==> config.mk <==
export PLATFORM = sky130hd
export DESIGN_NAME = exe_muldiv
export DESIGN_NICKNAME = d
export VERILOG_FILES = /design/src/rtl/exe_muldiv.sv
export SDC_FILE = /design/constraint.sdc
export NUM_CORES = 1
export LEC_CHECK = 0
export BUFFER_PORTS_ARGS = -buffer_cell sky130_fd_sc_hd__buf_4
export CAP_MARGIN = 10
export CELL_PAD_IN_SITES_DETAIL_PLACEMENT = 1
export CELL_PAD_IN_SITES_GLOBAL_PLACEMENT = 1
export CORE_UTILIZATION = 44
export DETAILED_ROUTE_END_ITERATION = 16
export PLACE_DENSITY = 0.89
export SLEW_MARGIN = 20
export SYNTH_ARGS = -nofsm -noshare
export SYNTH_HDL_FRONTEND = slang
export SYNTH_SLANG_ARGS = --single-unit
==> constraint.sdc <==
create_clock -name CLOCK -period 5.7 [get_ports CLOCK]
set_clock_uncertainty 0.05 [all_clocks]
set_input_delay 1.14 -clock CLOCK [delete_from_list [all_inputs] [get_ports CLOCK]]
set_output_delay 1.14 -clock CLOCK [all_outputs]
set_load 0.01 [all_outputs]
==> src/rtl/exe_muldiv.sv <==
// exe_muldiv: iterative 32-bit multiply/divide unit for the EXE stage, owning the HI/LO registers
// Ports: CLOCK/RESET (async active-low); OperandA_IN/OperandB_IN/ALUControl_IN from ID/EXE;
//   STALL_OUT to hazard unit; Result_OUT/ResultValid_OUT for MFHI/MFLO; HI_OUT/LO_OUT current HI/LO.
// Optional divider datapath: define EXE_MULDIV_DIV_EN.
module exe_muldiv #(
  parameter int ITER = 32
) (
  input  logic        CLOCK,
  input  logic        RESET,
  input  logic [31:0] OperandA_IN,
  input  logic [31:0] OperandB_IN,
  input  logic [5:0]  ALUControl_IN,
  output logic        STALL_OUT,
  output logic [31:0] Result_OUT,
  output logic        ResultValid_OUT,
  output logic [31:0] HI_OUT,
  output logic [31:0] LO_OUT
);
  localparam logic [5:0] OP_MFHI  = 6'd16;
  localparam logic [5:0] OP_MTHI  = 6'd17;
  localparam logic [5:0] OP_MFLO  = 6'd18;
  localparam logic [5:0] OP_MTLO  = 6'd19;
  localparam logic [5:0] OP_MULT  = 6'd24;
  localparam logic [5:0] OP_MULTU = 6'd25;
  localparam logic [5:0] OP_DIV   = 6'd26;
  localparam logic [5:0] OP_DIVU  = 6'd27;
  localparam logic [1:0] S_IDLE = 2'd0;
  localparam logic [1:0] S_BUSY = 2'd1;
  localparam logic [1:0] S_DONE = 2'd2;
  logic [1:0]  state_q, state_d;
  logic [4:0]  cnt_q, cnt_d;
  logic [31:0] hi_q, hi_d, lo_q, lo_d, opb_q, opb_d;
  logic [63:0] acc_q, acc_d;
  logic        neg_q, neg_d, rneg_q, rneg_d, dz_q, dz_d, is_div_q, is_div_d;
  logic        is_mul_op, is_div_op, signed_op, start, a_neg, b_neg;
  logic [31:0] a_mag, b_mag, q_fix, r_fix;
  logic [32:0] mul_sum;
  logic [63:0] mul_next, prod_fix, div_next;
  assign is_mul_op = (ALUControl_IN == OP_MULT) || (ALUControl_IN == OP_MULTU);
`ifdef EXE_MULDIV_DIV_EN
  assign is_div_op = (ALUControl_IN == OP_DIV) || (ALUControl_IN == OP_DIVU);
`else
  assign is_div_op = 1'b0;
`endif
  assign signed_op = (ALUControl_IN == OP_MULT) || (ALUControl_IN == OP_DIV);
  // Held in reset the unit is idle even if the pipeline still presents an op
  assign start     = RESET && (state_q == S_IDLE) && (is_mul_op || is_div_op);
  assign STALL_OUT = start || (state_q == S_BUSY);
  assign a_neg     = signed_op && OperandA_IN[31];
  assign b_neg     = signed_op && OperandB_IN[31];
  assign a_mag     = a_neg ? -OperandA_IN : OperandA_IN;
  assign b_mag     = b_neg ? -OperandB_IN : OperandB_IN;
  assign Result_OUT      = (ALUControl_IN == OP_MFHI) ? hi_q : (ALUControl_IN == OP_MFLO) ? lo_q : 32'd0;
  assign ResultValid_OUT = (ALUControl_IN == OP_MFHI) || (ALUControl_IN == OP_MFLO);
  assign HI_OUT = hi_q;
  assign LO_OUT = lo_q;
  // Shift-add: multiplier sits in acc[31:0] and is consumed LSB first while the product grows from the top
  assign mul_sum  = {1'b0, acc_q[63:32]} + (acc_q[0] ? {1'b0, opb_q} : 33'd0);
  assign mul_next = {mul_sum, acc_q[31:1]};
  assign prod_fix = neg_q ? -mul_next : mul_next;
`ifdef EXE_MULDIV_DIV_EN
  logic [32:0] div_r, div_diff;
  // Restoring divide: acc = {remainder, dividend/quotient}; bit 32 of the difference is the borrow
  assign div_r    = acc_q[63:31];
  assign div_diff = div_r - {1'b0, opb_q};
  assign div_next = div_diff[32] ? {div_r[31:0], acc_q[30:0], 1'b0} : {div_diff[31:0], acc_q[30:0], 1'b1};
  // Divide by zero: remainder magnitude equals |dividend|, so restoring its sign returns OperandA
  assign q_fix    = dz_q ? 32'hFFFF_FFFF : neg_q ? -div_next[31:0] : div_next[31:0];
  assign r_fix    = rneg_q ? -div_next[63:32] : div_next[63:32];
`else
  assign div_next = acc_q;
  assign q_fix    = 32'd0;
  assign r_fix    = 32'd0;
`endif
  always_comb begin
    state_d  = state_q;
    cnt_d    = cnt_q;
    hi_d     = hi_q;
    lo_d     = lo_q;
    opb_d    = opb_q;
    acc_d    = acc_q;
    neg_d    = neg_q;
    rneg_d   = rneg_q;
    dz_d     = dz_q;
    is_div_d = is_div_q;
    if (state_q == S_IDLE) begin
      if (start) begin
        acc_d    = {32'd0, is_div_op ? a_mag : b_mag};
        opb_d    = is_div_op ? b_mag : a_mag;
        neg_d    = a_neg ^ b_neg;
        rneg_d   = a_neg;
        dz_d     = (OperandB_IN == 32'd0);
        is_div_d = is_div_op;
        cnt_d    = 5'd0;
        state_d  = S_BUSY;
      end else begin
        hi_d = (ALUControl_IN == OP_MTHI) ? OperandA_IN : hi_q;
        lo_d = (ALUControl_IN == OP_MTLO) ? OperandA_IN : lo_q;
      end
    end else if (state_q == S_BUSY) begin
      acc_d = is_div_q ? div_next : mul_next;
      cnt_d = cnt_q + 5'd1;
      if (cnt_q == 5'(ITER - 1)) begin
        {hi_d, lo_d} = is_div_q ? {r_fix, q_fix} : prod_fix;
        state_d      = S_DONE;
      end
    end else begin
      state_d = S_IDLE;
    end
  end
  always_ff @(posedge CLOCK or negedge RESET) begin
    if (!RESET) begin
      state_q  <= S_IDLE;
      cnt_q    <= 5'd0;
      hi_q     <= 32'd0;
      lo_q     <= 32'd0;
      opb_q    <= 32'd0;
      acc_q    <= 64'd0;
      neg_q    <= 1'b0;
      rneg_q   <= 1'b0;
      dz_q     <= 1'b0;
      is_div_q <= 1'b0;
    end else begin
      state_q  <= state_d;
      cnt_q    <= cnt_d;
      hi_q     <= hi_d;
      lo_q     <= lo_d;
      opb_q    <= opb_d;
      acc_q    <= acc_d;
      neg_q    <= neg_d;
      rneg_q   <= rneg_d;
      dz_q     <= dz_d;
      is_div_q <= is_div_d;
    end
  end
endmodule

# Yosys cells after proc, flatten, opt, wreduce, memory -nomap -nowiden
# Cells that the tools add are included.
[word_totals]
register_bits = 168
input_bits = 72
wordCells = 69
[op_classes]
add_sub_neg = 5
n_eq_ne = 14
n_mux = 26
bitwise_logic = 1
n_reduce_logical = 16
[op_table]
columns = ["cell", "count"]
rows = [
  ["32-bit two-way mux", 15],
  ["64-bit two-way mux", 4],
  ["32-bit negation", 2],
  ["64-bit negation", 1],
  ["6-bit by 5-bit equality test with 1-bit output, second input constant", 7],
  ["32-bit by 32-bit adder with 33-bit output", 1],
  ["5-bit two-way mux", 3],
  ["2-bit two-way mux", 4],
  ["4-bit AND reduction", 2],
  ["2-bit AND reduction", 3],
  ["5-bit by 1-bit adder with 5-bit output, second input constant", 1],
  ["5-bit equality test, second input constant", 1],
  ["1-bit logical AND", 4],
  ["1-bit logical OR", 4],
  ["2-bit by 1-bit inequality test with 1-bit output, second input constant", 2],
  ["2-bit inequality test, second input constant", 2],
  ["2-bit nonzero test", 2],
  ["3-bit by 1-bit inequality test with 1-bit output, second input constant", 1],
  ["2-bit by 1-bit equality test with 1-bit output, second input constant", 1],
  ["2-bit logical NOT", 1],
  ["1-bit XOR", 1],
]

# Depth between registers and ports, before layout
# Gate-level depths: netlist of run 1.
[depth]
word_depth = 7
ltp_mapped = 14
ltp_nobuf = 13

# Worst setup path before layout of run 1
# OpenSTA, ideal clock, no wires.
[synth_path]
path_type = "reg2reg"
start = "register acc_q[0]"
end = "register hi_q[30] (netlist: HI_OUT[30])"
setup_ns = 0.131
arrival_ns = 3.802
setup_slack_ns = 1.717
path_stages_with_launch = 15
period_less_slack_ns = 3.983
path_cell_list = "dfrtp_1 -> clkbuf_1 -> and2_1 -> ha_1 -> fa_1 -> a211oi_1 -> o21ai_0 -> a22o_1 -> or4_1 -> and3_1 -> nor4_4 -> nand4_1 -> o31ai_1 -> xor2_1 -> o22ai_1"
[synth_via]
elab_chain_len = 7
[synth_rtl]
columns = ["element", "line", "text"]
rows = [
  ["start: declaration", "33", "logic [63:0] acc_q, acc_d;"],
  ["start signal: assignment", "118", "acc_q <= 64'd0;"],
  ["start signal: assignment", "129", "acc_q <= acc_d;"],
  ["32-bit two-way mux *", "58", "assign mul_sum = {1'b0, acc_q[63:32]} + (acc_q[0] ? {1'b0, opb_q} : 33'd0);"],
  ["32-bit by 32-bit adder with 33-bit output *", "58", ""],
  ["64-bit negation", "60", "assign prod_fix = neg_q ? -mul_next : mul_next;"],
  ["64-bit two-way mux *", "60", ""],
  ["32-bit two-way mux *", "103", "if (cnt_q == 5'(ITER - 1)) begin"],
  ["32-bit two-way mux *", "100", "end else if (state_q == S_BUSY) begin"],
  ["32-bit two-way mux *", "86", "if (state_q == S_IDLE) begin"],
  ["end signal: assignment", "126", "hi_q <= hi_d;"],
  ["end: declaration", "32", "logic [31:0] hi_q, hi_d, lo_q, lo_d, opb_q, opb_d;"],
]
# Every way passes the cells marked *; elsewhere a longest branch is shown, timed or not. The select of a mux whose other input is x is not followed.
# A chain may end at the register's enable or synchronous reset.

# Worst setup path after layout of run 1
[layout_path]
start = "register acc_q[0]"
end = "register hi_q[24] (netlist: HI_OUT[24])"
# Same word-level chain as after synthesis.

==> metrics, run 1 <==
status=finished, final reports clean; R2R Setup Slk=about 0.43 ns; Max Cap Viol=0; die width=between 150 and 200 µm; Pint=roughly 3.3 mW; clock sink total=about 170; CP most frequent cell=nand4_1; Slew headroom=around a quarter; Initial DRC Count=about 1100; Post-Syn Area=roughly 12000 µm²; Final setup viols=0; Die Y=169 µm; Critical-path top delay cell=nor3_1; number of global-route vias before repair=around 13000; starting density of the core=approximately 45%; n_diodes=0; Fin Setup TNS=0 ns; root buf cell=clkbuf_16; placed cells=slightly below 2000; worst endpoint required time=5.97 ns; io pins=170; hold_buf cts=0; initial antenna violation count=2; final wirelength=between 40000 and 50000 µm; post-layout min period=about 5.3 ns; Synth cell types=73; Logic pwr share=roughly half; GP Congestion=about 0.92; drt first pass iters=5; synth warn=0; worst slack, placed=0.271 ns; r2r endpoint=HI_OUT[24]; crit-path cells=and2_1, ha_1, fa_1, a211oi_1, o211ai_1, and3b_1, a311oi_1, nand4_1, nor3_1, nand4_1, o31ai_2, xnor2_1, o22ai_1; startpoint types=flop; clock-pin transition on the worst setup and hold timing paths=approximately 0.08 ns; number of flops mapped to enable cells by yosys=0; top post-synthesis cells by count=187 x nand2_1, 168 x dfrtp_1, 166 x nor2_1; Mapped Nets=roughly 1600; Core Area=between 20000 and 30000 µm²; WL/cell=roughly 23 µm; Synth Register Bits=~170; Residual DRC=0; # Post-CTS Setup Buffers=0; final hold vios=0; post-detail-place hpwl=approximately 35000 µm; unrepaired setup endpoints after global routing=no; die area=~28000 µm²; via count=between 10000 and 15000; Max Clk Rate=around 190 MHz; clock share of power=between 10% and 20%; largest cells by area after synthesis=dfrtp_1 34%, o21ai_0 6.6%, nand2_1 5.7%; Post-CTS Resized=0; Site Rows=60; H-Tree Level Count=4; count leader, synth=nand2_1; Post-Layout Cell Count=about 2000; largest net degree at the start of global routing=between 60 and 70; CP endpoint kind=flop; Critical Path AT=about 5.5 ns; Worst setup endpoint=HI_OUT[24]; hold_ws=0.425 ns; CTS tree=yes; # fillers=between 3000 and 4000; Reg2Reg Depth=13; first element of the critical path=acc_q[0]; Synth Instances=1512; total power=6.20 mW; post-synth top area share=34.4%; IO buf count=between 150 and 200; register share of total power=between 30% and 40%; GRT Util Overall=around a third; NetSw=roughly 2.9 mW; CP Buf/Inv Count=0; grt ovf=0; max-slew violations=0; register area share after synthesis=approximately 34%; slew at the pin closest to its max-slew limit=1.11 ns; Hold Path Class=flop to flop; sw frac=a little under half; P&R area growth vs syn=17.6%; TritonCTS Buffers=17; final net count=1733; Leak Pwr=6.42 nW; Synth area leader=dfrtp_1; Final ANT Viol Nets=0; CP Depth=13; Sequential cell area=4210 µm²; footprint of the multi-input gates=roughly 7600 µm²; Mean Syn Cell Area=around 8 µm²; CP delay by family, top=simple AND/OR/NAND/NOR gates; layout cell share with drive strength beyond 1=between 15 and 20%; Worst IR Drop VDD=between 0.0002 and 0.0003 V; Max Fanout on Critical Path=33; crit share post-route=about 90%; vias per inst=roughly 6; CTS Buffer Depth=2; Worst path max stage delay=0.63 ns; first-pass GRT wire length=72400 µm; Setup WS post-layout=about 0.43 ns; RR Startpoint=acc_q[0]; power per cell area=between 400 and 500 nW/µm²; Worst Setup Path Type=flop to flop; Post-synth ARST share=between 90% and 100%; Worst-Skew Late Latency=~0.45 ns; Synth Flop Type=dfrtp_1
-- stage by stage --
stage / util (%) / cell area (µm²)
2_1_floorplan: - / 12200
3_3_place_gp: 50.8 / 13800
3_5_place_dp: 50.8 / 13800
4_1_cts: 53.0 / 14400
5_1_grt: 53.0 / 14400
6_report: 53.0 / 14400
-- kinds of logic (layout without fill, tap and decap cells) --
family | count (synthesis) | count (layout) | share of synthesized area (%)
AND/OR/NAND/NOR | 579 | 579 | 22.6
AO/OA/AOI/OAI | 437 | 437 | 22.3
flip-flops | 168 | 168 | 34.4
XOR/XNOR | 136 | 136 | 9.75
buffers and inverters | 111 | 235 | 3.42
multiplexers | 43 | 43 | 3.56
adder cells (fa/ha/maj) | 38 | 38 | 3.95
-- sequential cells by signal, summed over array words and instances, names as in the netlist --
register  count
LO_OUT       32
opb_q        32
state_q       2
neg_q         1
acc_q        64
HI_OUT       32
cnt_q         5
-- per-layer routing --
| metal | part of all wire, % | up-vias | track usage [%] |
|---|---|---|---|
| met5 | 0.052 | - | 0 |
| met4 | 5.6 | 4 | 17.4 |
| met3 | 5.6 | 162 | 5.92 |
| met2 | 49 | 463 | 56.7 |
| met1 | 40 | 6144 | 39.4 |
| li1 | - | 5629 | - |
-- worst reg2reg max path, stage by stage (launching register included) --
cell and delay [ns]:
dfrtp_2 0.62, and2_1 0.24, ha_1 0.21, fa_1 0.44, a211oi_1 0.32, o211ai_1 0.29, and3b_1 0.28, a311oi_1 0.49
nand4_1 0.34, nor3_1 0.63, nand4_1 0.40, o31ai_2 0.54, xnor2_1 0.19, o22ai_1 0.10
-- power groups by stage --
| stage | registers [mW] | clock network [mW] | logic [mW] |
|---|---|---|---|
| after floorplan | 1.90 | 0 | 1.83 |
| after global routing | 2.05 | 1.25 | 3.23 |
| after global placement | 1.98 | 0 | 2.78 |
| after CTS | 1.99 | 1.20 | 2.95 |
| after detailed placement | 2.01 | 0 | 2.91 |
| final | 2.00 | 1.20 | 2.99 |
-- placed cells by master, fill, tap and decap left out, types with 16 or more instances in the layout --
master and count:
ha_1 37, a21o_1 16, nor3_1 26, buf_4 183, dfrtp_1 167, nand2_1 187, o31ai_1 51, nor2_1 163
or3_1 22, a22oi_1 31, mux2i_1 39, xnor2_1 78, a21oi_1 81, o21ai_0 162, and2_1 41, inv_1 18
nand3_1 41, nand4_1 17, xor2_1 58, clkbuf_16 17
-- worst min path at each step --
stage / depth (start not counted) / slack [ns] / start / end
2_1_floorplan: 2 / 0.38 / opb_q[31] / opb_q[31]
3_3_place_gp: 2 / 0.40 / opb_q[31] / opb_q[31]
3_5_place_dp: 2 / 0.41 / opb_q[22] / opb_q[22]
4_1_cts: 2 / 0.43 / opb_q[22] / opb_q[22]
5_1_grt: 2 / 0.44 / opb_q[31] / opb_q[31]
6_report: 2 / 0.43 / opb_q[22] / opb_q[22]
-- layout make-up --
cell class	instances	area share, %
Tap cell	372	3.24
Sequential cell	168	29.3
Multi-Input combinational cell	1233	53.2
Inverter	19	0.497
Clock buffer	18	3.06
Clock inverter	14	1.05
Timing Repair Buffer	184	9.64
(Power assumes the default switching activity.)
==> run 2: changes to the inputs <==
==> constraint.sdc (replaced) <==
create_clock -name CLOCK -period 5.7 [get_ports CLOCK]
set_clock_uncertainty 0.05 [all_clocks]
set_input_delay 0.285 -clock CLOCK [delete_from_list [all_inputs] [get_ports CLOCK]]
set_output_delay 0.285 -clock CLOCK [all_outputs]
set_load 0.01 [all_outputs]
==> metrics, run 2 (synthesis results as in run 1) <==
hold path depth=3; Hold Path Class=input pin to flop; Final setup viols=0; Slew headroom=around a third; number of global-route vias before repair=between 10000 and 15000; vias per inst=slightly above 6; final design utilization=between 50% and 60%; Initial DRC Count=slightly above 1000; GP Congestion=between 0.9 and 1; Leak Pwr=6.43 nW; CP most frequent cell=nand4_1; Worst Setup Path Type=flop to flop; final hold vios=0; Final ANT Viol Nets=0; H-Tree Level Count=4; Worst-Skew Late Latency=0.46 ns; n_diodes=0; root buf cell=clkbuf_16; Post-Layout Cell Count=roughly 2000; Residual DRC=0; drt first pass iters=5; Post-DP Area=~14000 µm²; clock-pin transition on the worst setup and hold timing paths=~0.08 ns; Max Fanout on Critical Path=33; io pins=170; total power=between 6 and 7 mW; placed cells=roughly 2000; Critical-path top delay cell=dfrtp_2; number of flip-flops in the largest register=64; final wirelength=around 46000 µm; post-detail-place hpwl=approximately 34000 µm; Top reg by flops=acc_q; Final Instance Area=approximately 14000 µm²; # Post-CTS Setup Buffers=0; max-slew violations=0; initial antenna violation count=4; startpoint types=flop; Critical Path AT=around 5.5 ns; power per cell area=approximately 430 nW/µm²; via count=approximately 12000; clock sink total=roughly 170; status=finished, final reports clean; slew at the pin closest to its max-slew limit=about 1.0 ns; Max Clk Rate=between 150 and 200 MHz; Die Y=around 170 µm; Site Rows=60; Max Cap Viol=0; IO buf count=roughly 170; hold_ws=0.0777 ns; Worst IR Drop VDD=0.000265 V; Core Area=approximately 27000 µm²; crit-path cells=and2_1, ha_1, fa_1, a211oi_1, o211ai_1, and3b_1, a311oi_1, nand4_1, nor3_2, nand4_1, o31ai_2, xnor2_1, o22ai_1; final net count=1735; CTS Buffer Depth=2; crit share post-route=around nine tenths; CP endpoint kind=flop; die width=around 170 µm; worst endpoint required time=between 5 and 6 ns; worst slack, placed=roughly 0.25 ns; commonest non-fill, non-tap cell in the layout=nand2_1; WL/cell=23.0 µm; post-layout min period=approximately 5.2 ns; commonest cells after routing, fill and taps aside=187 x nand2_1, 184 x buf_4, 167 x dfrtp_1; Setup WS post-layout=0.468 ns; grt ovf=0; GRT Util Overall=32.9%; Reg2Reg Depth=13; die area=around 28000 µm²; P&R area growth vs syn=17.8%; starting density of the core=45.1%; layout cell share with drive strength beyond 1=between 15 and 20%; CTS tree=yes; Worst path max stage delay=around 0.6 ns; largest net degree at the start of global routing=79; unrepaired setup endpoints after global routing=no; first-pass GRT wire length=about 72000 µm; Fin Setup TNS=0 ns; TritonCTS Buffers=17
-- run 2: final timing paths --
path / from / to / slack, ns
worst min-delay path: OperandB_IN[4] / acc_q[4] / 0.08
worst max-delay path: acc_q[0] / HI_OUT[24] / 0.47
min in group asynchronous: RESET / opb_q[26] / 0.26
max in group asynchronous: RESET / acc_q[0] / 4.00
worst max register to register: acc_q[0] / HI_OUT[24] / 0.47
worst min register to register: opb_q[31] / opb_q[31] / 0.43
-- run 2: final cells by class --
class                   instances  area [µm²]
multi-input cells            1233        7650
clock inverters                13         155
flip-flops and latches        168        4210
inverters                      19        71.3
clock buffers                  18         439
well taps                     372         465
repair buffers                186        1400
fillers                      3280       12700
-- run 2: repair_timing --
item | in CTS | in global routing
gates resized for setup | 0 | 3
hold buffers | 1 | 0
setup endpoints to repair | 0 | 4
hold endpoints to repair | 31 | 0
-- run 2: worst max-delay path: cells and delay by family (launching register included) --
kind                       cells  cell delay [ns]
AOI/OAI and AO/OA              5             1.83
DFF                            1             0.61
xor gates and xnor gates       1             0.20
and+or+nand+nor                5             1.69
adders and majority gates      2             0.68
-- run 2: layer usage --
layer | vias up | wire [µm] | track usage (%)
met5 | - | 39 | 0
met4 | 6 | 2590 | 17.9
met3 | 154 | 2350 | 4.91
met2 | 467 | 22500 | 56.8
met1 | 6120 | 18800 | 39.5
li1 | 5648 | - | -
-- run 2: report_power, final --
group / switching [mW] / leakage [nW] / internal [mW]
Sequential: 0.444 / 2.17 / 1.56
Combinational: 1.86 / 3.98 / 1.13
Clock: 0.567 / 0.288 / 0.669
